[config.mk]
export PLATFORM = sky130hd
export DESIGN_NAME = pool2d_stream
export DESIGN_NICKNAME = d
export VERILOG_FILES = /design/src/rtl/pool2d_stream_pkg.sv /design/src/rtl/pool2d_stream_line_buf.sv /design/src/rtl/pool2d_stream.sv
export SDC_FILE = /design/constraint.sdc
export NUM_CORES = 1
export LEC_CHECK = 0
export CAP_MARGIN = 5
export CORE_ASPECT_RATIO = 0.7
export CORE_UTILIZATION = 64
export DETAILED_ROUTE_END_ITERATION = 10
export PLACE_DENSITY = 0.86
export SETUP_SLACK_MARGIN = 0.02
export SLEW_MARGIN = 20
export SYNTH_ARGS = -nofsm -noshare
export SYNTH_HDL_FRONTEND = slang
export SYNTH_SLANG_ARGS = --single-unit
export TNS_END_PERCENT = 30
[constraint.sdc]
create_clock -name i_clk -period 8.15 [get_ports i_clk]
set_input_delay 0.815 -clock i_clk [delete_from_list [all_inputs] [get_ports i_clk]]
set_output_delay 0.815 -clock i_clk [all_outputs]
set_load 0.1 [all_outputs]
[src/rtl/pool2d_stream_pkg.sv]
// pool2d_stream_pkg
// Shared constants and elaboration-time helpers for the streaming pooling unit.
//   DW_DEFAULT : default pixel width
//   clog2      : ceil(log2(n)), used for counter and shift widths
//   cnt_w      : counter width, at least one bit
//   accw       : accumulator width for a DW-bit pixel and a KxK window.
//                It is wider than DW only when POOL_AVG_EN is defined.
package pool2d_stream_pkg;

    localparam int DW_DEFAULT = 16;

`ifdef POOL_AVG_EN
    localparam int AVG_BUILD = 1;
`else
    localparam int AVG_BUILD = 0;
`endif

    function automatic int clog2(input int n);
        int r;
        r = 0;
        for (int i = 0; i < 31; i++) begin
            if ((1 << r) < n) r = r + 1;
        end
        return r;
    endfunction

    function automatic int cnt_w(input int n);
        return (clog2(n) < 1) ? 1 : clog2(n);
    endfunction

    // A sum of K*K values needs 2*log2(K) guard bits above the pixel width.
    function automatic int accw(input int dw, input int k);
        return dw + AVG_BUILD * 2 * clog2(k);
    endfunction

endpackage

[src/rtl/pool2d_stream_line_buf.sv]
// pool_line_buf
// One partial result per window column (IMG_W/K entries).
// Synchronous write, asynchronous read, no reset, so it maps to distributed RAM.
// Ports:
//   i_clk   : clock
//   i_we    : write enable
//   i_waddr : write address (window column)
//   i_wdata : partial result to store
//   i_raddr : read address (window column)
//   o_rdata : stored partial result, combinational
module pool_line_buf #(
    parameter int DEPTH = 4,
    parameter int W     = 16,
    parameter int AW    = 2
) (
    input  logic          i_clk,
    input  logic          i_we,
    input  logic [AW-1:0] i_waddr,
    input  logic [W-1:0]  i_wdata,
    input  logic [AW-1:0] i_raddr,
    output logic [W-1:0]  o_rdata
);

    logic [W-1:0] mem [DEPTH];

    always_ff @(posedge i_clk) begin
        if (i_we) mem[i_waddr] <= i_wdata;
    end

    assign o_rdata = mem[i_raddr];

endmodule

[src/rtl/pool2d_stream.sv]
// pool2d_stream
// Streaming KxK (stride K) pooling over one raster-order feature-map channel.
// The default build computes the signed max. Defining POOL_AVG_EN adds the
// i_avg input, which selects average pooling (sum >>> 2*log2(K)).
// Ports:
//   i_clk   : clock, rising edge
//   i_rst   : asynchronous active-high reset
//   i_valid : input pixel qualifier
//   i_sof   : first pixel of a frame; it restarts all window counters
//   i_data  : signed input pixel
//   i_avg   : (POOL_AVG_EN only) 1 = average, 0 = max; change only between frames
//   o_valid : one-cycle pulse per pooled result
//   o_data  : signed pooled result
//   o_last  : final result of the frame
module pool2d_stream
    import pool2d_stream_pkg::*;
#(
    parameter int DW    = pool2d_stream_pkg::DW_DEFAULT,
    parameter int K     = 2,
    parameter int IMG_W = 8,
    parameter int IMG_H = 8
) (
    input  logic                 i_clk,
    input  logic                 i_rst,
    input  logic                 i_valid,
    input  logic                 i_sof,
    input  logic signed [DW-1:0] i_data,
`ifdef POOL_AVG_EN
    input  logic                 i_avg,
`endif
    output logic                 o_valid,
    output logic signed [DW-1:0] o_data,
    output logic                 o_last
);

    localparam int NWX = IMG_W / K;
    localparam int NWY = IMG_H / K;
    localparam int AW  = accw(DW, K);
    localparam int SH  = 2 * clog2(K);
    localparam int CSW = cnt_w(K);
    localparam int WXW = cnt_w(NWX);
    localparam int WYW = cnt_w(NWY);

    localparam logic [CSW-1:0] SUB_LAST = CSW'(K - 1);
    localparam logic [WXW-1:0] WX_LAST  = WXW'(NWX - 1);
    localparam logic [WYW-1:0] WY_LAST  = WYW'(NWY - 1);

`ifdef POOL_AVG_EN
    generate
        if ((1 << clog2(K)) != K) begin : g_k_pow2_chk
            $error("pool2d_stream: K must be a power of two for average pooling");
        end
    endgenerate
`endif

    logic avg_sel;
`ifdef POOL_AVG_EN
    assign avg_sel = i_avg;
`else
    assign avg_sel = 1'b0;
`endif

    // Reduction operator: addition in average mode, otherwise the signed max.
    // Max values are sign-extended into AW, so comparing at AW equals comparing at DW.
    function automatic logic signed [AW-1:0] pool_f(input logic signed [AW-1:0] a,
                                                    input logic signed [AW-1:0] b,
                                                    input logic avg);
        if (avg) return a + b;
        return (a > b) ? a : b;
    endfunction

    logic [CSW-1:0] csub_reg, csub_eff, csub_next;
    logic [CSW-1:0] rsub_reg, rsub_eff, rsub_next;
    logic [WXW-1:0] wx_reg, wx_eff, wx_next;
    logic [WYW-1:0] wy_reg, wy_eff, wy_next;
    logic signed [AW-1:0] run_reg;

    logic signed [AW-1:0] din, seg, buf_rd, comb, res_acc, buf_wdata;
    logic seg_end, row_last, buf_we;

    assign din = AW'(i_data);

    always_comb begin
        // i_sof forces this pixel to window origin and drops any partial windows.
        // The same forcing makes i_sof win over a window-completing pixel.
        csub_eff = i_sof ? '0 : csub_reg;
        rsub_eff = i_sof ? '0 : rsub_reg;
        wx_eff   = i_sof ? '0 : wx_reg;
        wy_eff   = i_sof ? '0 : wy_reg;

        seg_end  = (csub_eff == SUB_LAST);
        row_last = (rsub_eff == SUB_LAST);

        seg  = pool_f(run_reg, din, avg_sel);
        comb = pool_f(buf_rd, seg, avg_sel);

        buf_we    = i_valid && seg_end && !row_last;
        buf_wdata = (rsub_eff == '0) ? seg : comb;

        res_acc = avg_sel ? (comb >>> SH) : comb;

        csub_next = csub_eff + CSW'(1);
        rsub_next = rsub_eff;
        wx_next   = wx_eff;
        wy_next   = wy_eff;
        if (seg_end) begin
            csub_next = '0;
            wx_next   = wx_eff + WXW'(1);
            if (wx_eff == WX_LAST) begin
                wx_next   = '0;
                rsub_next = rsub_eff + CSW'(1);
                if (row_last) begin
                    rsub_next = '0;
                    wy_next   = (wy_eff == WY_LAST) ? '0 : wy_eff + WYW'(1);
                end
            end
        end
    end

    pool_line_buf #(
        .DEPTH(NWX),
        .W    (AW),
        .AW   (WXW)
    ) u_line_buf (
        .i_clk  (i_clk),
        .i_we   (buf_we),
        .i_waddr(wx_eff),
        .i_wdata(buf_wdata),
        .i_raddr(wx_eff),
        .o_rdata(buf_rd)
    );

    always_ff @(posedge i_clk or posedge i_rst) begin
        if (i_rst) begin
            csub_reg <= '0;
            rsub_reg <= '0;
            wx_reg   <= '0;
            wy_reg   <= '0;
            run_reg  <= '0;
            o_valid  <= 1'b0;
            o_data   <= '0;
            o_last   <= 1'b0;
        end else if (i_valid) begin
            csub_reg <= csub_next;
            rsub_reg <= rsub_next;
            wx_reg   <= wx_next;
            wy_reg   <= wy_next;
            run_reg  <= (csub_eff == '0) ? din : seg;
            o_valid  <= seg_end && row_last;
            o_last   <= seg_end && row_last && (wx_eff == WX_LAST) && (wy_eff == WY_LAST);
            if (seg_end && row_last) o_data <= DW'(res_acc);
        end else begin
            o_valid <= 1'b0;
            o_last  <= 1'b0;
        end
    end

endmodule

Word-level counts from Yosys, hierarchy flattened
Memory sizes are Yosys's and may differ from the RTL's. Index checks and enable logic that the tools add are counted.

Flip-flop bits (word level): 40. Memory bits (writable): 64. Bits of input ports: 20. Output and inout port bits: 18. Logic and storage cells: 46. Memories: 1.

Memory list: u_line_buf.mem (depth 4, bits a word 16, read ports 1, clocked after memory_dff 0, wr ports 1, line pool2d_stream_line_buf.sv:24) `logic [W-1:0] mem [DEPTH];`.

Add/subtract/negate cells: 4. Magnitude comparators: 2. Equal/unequal tests: 2. Muxes and demuxes: 22. Reductions and logical operators: 7.

Operator list (number): $mux W16 (4); $gt A16 B16 Y1 (2); $mux W2 (8); $mux W1 (10); $logic_and A1 B1 Y1 (5); $add A2 B1 Y2 const B (2); $eq A2 B2 Y1 const B (2); $add A1 B1 Y1 const B (2); $reduce_and A2 Y1 (1); $logic_not A1 Y1 (1).

Longest topological paths before layout
Gate-level depths: netlist of run 1.

Word-level depth: 6. Gate-level depth with buffers: 21. Depth with buffers taken out: 17.

By module
Synthesis of run 1 repeated with hierarchy kept, for this count alone.

Cells, all modules: 433. Area, all modules: 5436.5 µm².

Modules (own cells, without submodules): pool2d_stream (instances 1, cells an instance 345, area an instance 3059.2 µm², sequential area each 1001.0 µm²); pool_line_buf (instances 1, cells an instance 88, area an instance 2377.3 µm², sequential area each 1921.8 µm²).

Worst setup path after synthesis of run 1
Ideal clock, no wire load.

Kind: input to register. From: input port i_data[15]. To: memory u_line_buf.mem[0][10], data pin. Library setup time: 0.183 ns. Data arrival time: 4.963 ns. Required time: 7.967 ns. Setup slack: 3.004 ns. Stages on the path: 20. Path buffers: 4. Cell sequence: inv_1 > ha_1 > and4_4 > nand4_2 > a211oi_2 > nor4_1 > or3_1 > buf_6 > buf_4 > mux2i_1 > ha_1 > nor2b_1 > o21ai_0 > nand2_1 > a2111oi_2 > mux2i_1 > nor3b_1 > buf_4 > buf_6 > mux2i_1.

Cells in the longest elaborated chain, start to end: 5.

Ends and longest elaborated chain: start: declaration (line pool2d_stream.sv:27) `input logic signed [DW-1:0] i_data,`; $gt A16 B16 Y1 (line pool2d_stream.sv:69) `return (a > b) ? a : b;`; $mux W16 (*) (line pool2d_stream.sv:69); $gt A16 B16 Y1 (line pool2d_stream.sv:69); $mux W16 (line pool2d_stream.sv:69); $mux W16 (*) (line pool2d_stream.sv:98) `buf_wdata = (rsub_eff == '0) ? seg : comb;`; named net buf_wdata[10] (line pool2d_stream.sv:78) `logic signed [AW-1:0] din, seg, buf_rd, comb, res_acc, buf_wdata;`; end: declaration (line pool2d_stream_line_buf.sv:24).

Mark *: on every way through the listed nets, which the timed path passes. The rest lies on a longest branch.

Worst setup path in the final report of run 1
From: input port i_data[15]. To: memory u_line_buf.mem[2][4], data pin.

The elaborated chain is that of the path after synthesis.

==> metrics.txt, run 1 <==
Fmax achieved 150 MHz; # IOs 38; TritonRoute pass-1 iters 10; vias in the first global route 3566; grt ovf 0; WHS 0.489 ns; fin crit period 6.68 ns; max FFs per register 64; Site Rows 27; failing checks DRC; CTS tree done; combinational family with the most area after synthesis multiplexers; initial antenna violation count 0; Multi-input gate area 2260 sq um; largest net degree at the start of global routing 41; max-cap violations 0; Synth Area in Compound Gates 10.0%; Layout Skew 0.00578 ns; number of synthesized flops with an enable pin 64; antenna-violating nets left 0; worst slew pin tran 1.06 ns; VDD IR max 0.272 mV; Seq/Total Area, Yosys 53.8%; RSZ-0062 raised after global routing false; most common cell after layout, fill and taps aside edfxtp_1; CP Data Required Time 8.28 ns; Die Ht 79.1 microns; Initial Util 67.6%; FF-to-FF End u_line_buf.mem[2][4]$_DFFE_PP_; DP Wirelength 7.95 mm; vias post-DR 3581; Final Hold Viols 0; leakage 2.53 nW; Setup Viol. Count Final 0; post-CTS setup buffer count 0; most frequent CP cell mux2i_1; Routability Congestion 0.915; Mean Syn Cell Area 12.2 sq um; Syn Inst Count 446; Via-to-Cell Ratio 6.10; FF+latch count, synth 104; final wirelength 11.3 mm; simple-gate area share of the yosys netlist 9.64%; crit-path cells clkdlybuf4s50_1, inv_1, ha_1, and4_4, a21oi_1, nand2_1, nor4_1, or3_1, mux2i_1, ha_1, a21o_1, nand3_1, a211oi_1, a2111oi_2, mux2i_1, buf_4, nor3b_2, buf_4, mux2i_1; pwr dens 321 nW/um^2; CP endpoint kind flip-flop; R2R Setup Slk 2.09 ns; Die X-Extent 112 microns; H-tree depth 3; core area 8040 sq um; First DRT Iteration DRCs 297; library cells used by synthesis 41; Synth async-reset ratio 38.5%; DRC Markers 2; Final TNS setup 0 ns; worst setup path category in -> reg; Root Driver clkbuf_16; Max clock buf depth 2; Hold WC Path Type reg -> reg; WL per Instance 19.2 microns; CP Data Arrival Time 6.81 ns; Max Slew Vio Count 0; Seq. cell area 2920 sq um; area share of fa/ha/maj cells after synthesis 8.51%; clk sink count 104; Port Buffers 37; Num CTS Buffers 9; most frequent cells in the layout edfxtp_1, mux2i_1, dfrtp_1; critical path startpoint category input port; Worst Reg-to-Reg Cells 17; status finished, violations left; Main synth FF type edfxtp_1; first-pass GRT wire length 17.8 mm; fillcell total 504; Yosys warning total 0; die area 8870 sq um; Clock Latency Late Sink 0.35 ns; Crit-path slowest cell or3_1; Resized Gates After CTS 0; Layout Area Growth over Synthesis 13.6%; Worst R2R Start run_reg[15]$_DFFE_PP0P_; Antenna diodes 0; Post-CTS Hold Fix Bufs 0; CP endpoint u_line_buf.mem[2][4]$_DFFE_PP_; XOR/XNOR Fraction of Synth Area 0%; Crit Path Max Fanout 18; Final Cycle Share 82.0%; Net count, final 538; Worst-path clk slew 0.07 ns; layout cell share with drive strength beyond 1 9.67%; Crit path largest cell delay 0.86 ns; Cell Area, Synth 5440 sq um; gr usage total 26.9%; Mapped Nets 503; mux cell area share after synthesis 13.2%; Slew headroom 29.3%; CP startpoint i_data[15]
## synth_stat cells (all sizes together) (3+ instances only)
cell	count	share of area, %
a211oi	17	2.4
a21o	7	0.97
a21oi	26	2.4
and2	6	0.69
buf	9	1.4
clkbuf	11	0.76
dfrtp	40	18
edfxtp	64	35
ha	37	8.5
inv	38	2.6
mux2	17	4.2
mux2i	49	9.0
nand2	27	1.9
nand3	22	2.0
nand4	7	0.92
nor2	5	0.35
nor2b	20	2.3
o211ai	16	2.2
o21ai	7	0.85
o22ai	3	0.35
## cells by family after synthesis
kind of cell	Yosys count
AO/OA/AOI/OAI	81
adder cells (fa/ha/maj)	37
buffers and inverters	59
flip-flops	104
multiplexers	66
AND/OR/NAND/NOR	99
## critical path, delay by kind of cell
family	cells	cell delay (ns)
buffers and inverters	4	1.14
and+or+nand+nor	6	2.29
AOI/OAI and AO/OA	4	0.85
adders and majority gates	2	0.64
muxes	3	1.06
## metal layers
| metal | global-route usage [%] | up-vias | routed length, microns |
|---|---|---|---|
| li1 | - | 1717 | - |
| met1 | 35.5 | 1767 | 5190 |
| met2 | 45.2 | 86 | 5540 |
| met3 | 5.57 | 11 | 414 |
| met4 | 8.27 | 0 | 123 |
| met5 | 0 | - | 0 |
## per-stage QoR
step	power (mW)	cell area (sq um)	instances	worst slack [ns]	util [%]
2_1_floorplan	1.35	5440	446	3.00	-
3_3_place_gp	1.53	5880	571	1.42	73.1
3_5_place_dp	1.56	5880	571	1.24	73.1
4_1_cts	1.99	6180	587	1.55	76.8
5_1_grt	2.07	6180	587	0.990	76.8
6_report	1.99	6180	587	1.47	76.8
## power breakdown
part	leakage (nW)	total [mW]	internal [mW]	switching, mW
combinational	1.32	0.840	0.253	0.587
sequential	1.07	0.717	0.672	0.0456
clock	0.143	0.428	0.240	0.189
## final cells by class
cell class | instances | share of cell area [%]
tap | 101 | 2.05
sequential | 104 | 47.3
timing repair buffer | 44 | 6.85
multi-input combinational | 283 | 36.6
clock buffer | 10 | 3.71
clock inverter | 6 | 1.11
inverter | 39 | 2.37
## worst min-delay path by stage
| stage | start | endpoint | slack (ns) | depth (start not counted) |
|---|---|---|---|---|
| CTS | wy_reg[0]$_DFFE_PP0P_ | wy_reg[0]$_DFFE_PP0P_ | 0.49 | 1 |
| global placement | wy_reg[0]$_DFFE_PP0P_ | wy_reg[0]$_DFFE_PP0P_ | 0.48 | 1 |
| finish | wy_reg[0]$_DFFE_PP0P_ | wy_reg[0]$_DFFE_PP0P_ | 0.49 | 1 |
| global route | wy_reg[0]$_DFFE_PP0P_ | wy_reg[0]$_DFFE_PP0P_ | 0.52 | 1 |
| floorplan | wy_reg[0]$_DFFE_PP0P_ | wy_reg[0]$_DFFE_PP0P_ | 0.45 | 1 |
| detailed placement | wy_reg[0]$_DFFE_PP0P_ | wy_reg[0]$_DFFE_PP0P_ | 0.48 | 1 |
Power figures use the tool's default switching activity.
==> inputs of run 2 (changes only) <==
--- a/config.mk
+++ b/config.mk
@@ -7,9 +7,9 @@
 export LEC_CHECK = 0
 export CAP_MARGIN = 5
 export CORE_ASPECT_RATIO = 0.7
-export CORE_UTILIZATION = 64
+export CORE_UTILIZATION = 53
 export DETAILED_ROUTE_END_ITERATION = 10
-export PLACE_DENSITY = 0.86
+export PLACE_DENSITY = 0.76
 export SETUP_SLACK_MARGIN = 0.02
 export SLEW_MARGIN = 20
 export SYNTH_ARGS = -nofsm -noshare
==> constraint.sdc (replaced) <==
create_clock -name i_clk -period 5.52 [get_ports i_clk]
set_input_delay 0.552 -clock i_clk [delete_from_list [all_inputs] [get_ports i_clk]]
set_output_delay 0.552 -clock i_clk [all_outputs]
set_load 0.1 [all_outputs]
==> run 2 against run 1 <==
Net effect:
- the run now ends clean
- via count is 0.11% higher
- largest power group unchanged
- hold slack better by 0.016 ns
- non-clock buffer count is 6 higher
- final area is 1.1% higher
- routed wire length is 1.6% higher
- first-iteration DRC count is 18% lower
- clock skew is 0.0069 ns higher
- clock-buffer cell count is 1 lower
- final cell count is 5.6% higher
- worst setup slack worse by 1.2 ns
- critical path type unchanged
==> metrics.txt, run 2 (synthesis gave the netlist of run 1 again) <==
initial antenna violation count 0 (unchanged); Post-DP Area 5960 sq um (+1.3%); fin area 6250 sq um (+1.1%); Crit-path slowest cell clkdlybuf4s50_1; Layout Area Growth over Synthesis 14.9%; Port Buffers 37 (unchanged); Slew headroom 34.4% (+5.1 points); final wirelength 11.4 mm (+1.6%); TritonRoute pass-1 iters 5 (-5); status completed; gr usage total 23.3% (-3.6 points); GR met3 Demand/Resource 5.26% (-0.31 points); Net count, final 544 (+1.1%); Crit Path Max Fanout 16 (-2); max-cap violations 0 (unchanged); First DRT Iteration DRCs 243 (-18%); grt ovf 0 (unchanged); first-pass GRT wire length 18.3 mm (+2.7%); Initial Util 55.3% (-12 points); Max clock buf depth 2 (unchanged); fin crit period 5.23 ns; max FFs per register 64 (unchanged); Antenna diodes 0 (unchanged); WHS 0.506 ns (+0.0161 ns); Num CTS Buffers 9 (unchanged); Final Cycle Share 94.8%; CP Data Required Time 5.66 ns (-2.62 ns); VDD IR max 0.451 mV (+66%); Setup Viol. Count Final 0 (unchanged); worst setup path category in -> reg; CP Data Arrival Time 5.37 ns (-1.44 ns); largest net degree at the start of global routing 41 (unchanged); vias in the first global route 3591 (+0.70%); Site Rows 30 (+11%); DRC Markers 0 (-2); DP Wirelength 8.11 mm (+2.1%); vias post-DR 3585 (+0.11%); post-CTS setup buffer count 0 (unchanged); most common cell after layout, fill and taps aside edfxtp_1; CTS tree done; Final Hold Viols 0 (unchanged); crit-path cells clkdlybuf4s50_1, inv_1, ha_1, and4_4, nand4_2, a211oi_2, nor4_1, or3_1, buf_4, mux2i_1, ha_1, a21oi_1, a211oi_1, a2111oi_2, mux2i_1, nor3b_2, buf_4, mux2i_1; most frequent CP cell mux2i_1; # IOs 38 (unchanged); clk sink count 104 (unchanged); H-tree depth 3 (unchanged); worst path bufs/invs 4 (unchanged); leakage 2.55 nW (+0.87%); Routability Congestion 0.859 (-6.1%); Hold WC Path Type reg -> reg; Crit path largest cell delay 0.53 ns (-0.33 ns); WL per Instance 18.5 microns (-3.8%); Clock Latency Late Sink 0.36 ns (about the same); GRT busiest layer met2; M2 GR Usage 38.1% (-7.1 points); routing usage on met1 30.7% (-4.8 points); worst slew pin tran 0.981 ns (-0.0790 ns); kind of cell adding the most delay to the critical path buffers and inverters; pwr dens 472 nW/um^2 (+47%); most frequent cells in the layout edfxtp_1, mux2i_1, dfrtp_1; Max Slew Vio Count 0 (unchanged); Worst-path clk slew 0.07 ns (about the same); CP endpoint kind flip-flop; Die X-Extent 123 microns (+9.7%); core area 9830 sq um (+22%); RSZ-0062 raised after global routing false; antenna-violating nets left 0 (unchanged); die area 10700 sq um (+20%); Root Driver clkbuf_16; Layout Skew 0.0127 ns (+0.00692 ns); Fmax achieved 191 MHz; total power 2.95 mW (+48%); critical path startpoint category input port; Final TNS setup 0 ns (unchanged); Die Ht 86.7 microns (+9.6%); Via-to-Cell Ratio 5.78 (-5.2%); layout cell share with drive strength beyond 1 11.0% (+1.3 points)
## run 2: cell types whose count changed in the layout (fill, tap and decap cells not counted)
cell	previous run	this run
mux2i_1	49	48
mux2i_2	0	1
inv_8	0	2
inv_6	1	2
clkbuf_1	1	0
clkinv_2	1	0
buf_4	7	13
clkinv_4	2	1
clkinv_1	1	2
bufinv_16	1	0
## run 2: power breakdown
group,internal [mW],switching [mW]
combinational,0.390,0.874
sequential,0.991,0.0719
clock,0.315,0.304
total,1.70,1.25
## run 2: metrics by stage
| stage | setup slack [ns] | util, % | std cells |
|---|---|---|---|
| 4_1_cts | 0.343 | 63.5 | 620 |
| 3_5_place_dp | 0.0113 | 60.6 | 604 |
| 6_report | 0.289 | 63.5 | 620 |
| 3_3_place_gp | 0.111 | 60.6 | 604 |
| 5_1_grt | 0.0255 | 63.5 | 620 |
| 2_1_floorplan | 0.637 | - | 446 |
## run 2: area by class of cell
| cell class | count | area (sq um) |
|---|---|---|
| clock buffer | 9 | 225 |
| clock inverter | 7 | 60.1 |
| fill | 763 | 3590 |
| inverter | 39 | 146 |
| multi-input combinational | 283 | 2260 |
| sequential | 104 | 2920 |
| tap | 128 | 160 |
| timing repair buffer | 50 | 468 |
## run 2: per-layer routing
metal,up-vias,part of all wire (%),wire length [microns]
met4,0,1.8,206
met3,15,4.3,487
met2,86,48,5460
met5,-,0,0
met1,1771,46,5290
li1,1713,-,-
## run 2: what timing repair did
item,CTS,global route
setup endpoints to repair,0,12
resized for setup,0,1
hold buffers,0,0
## run 2: worst paths after layout
kind	end	cells past startpoint	slack (ns)	startpoint
max in group asynchronous	run_reg[10]$_DFFE_PP0P_	3	4.53	i_rst
hold / removal	wy_reg[0]$_DFFE_PP0P_	1	0.51	wy_reg[0]$_DFFE_PP0P_
setup reg to reg	u_line_buf.mem[0][13]$_DFFE_PP_	16	0.66	run_reg[14]$_DFFE_PP0P_
min in group asynchronous	wy_reg[0]$_DFFE_PP0P_	3	0.62	i_rst
setup / recovery	u_line_buf.mem[0][13]$_DFFE_PP_	18	0.29	i_data[13]
hold reg to reg	wy_reg[0]$_DFFE_PP0P_	1	0.51	wy_reg[0]$_DFFE_PP0P_
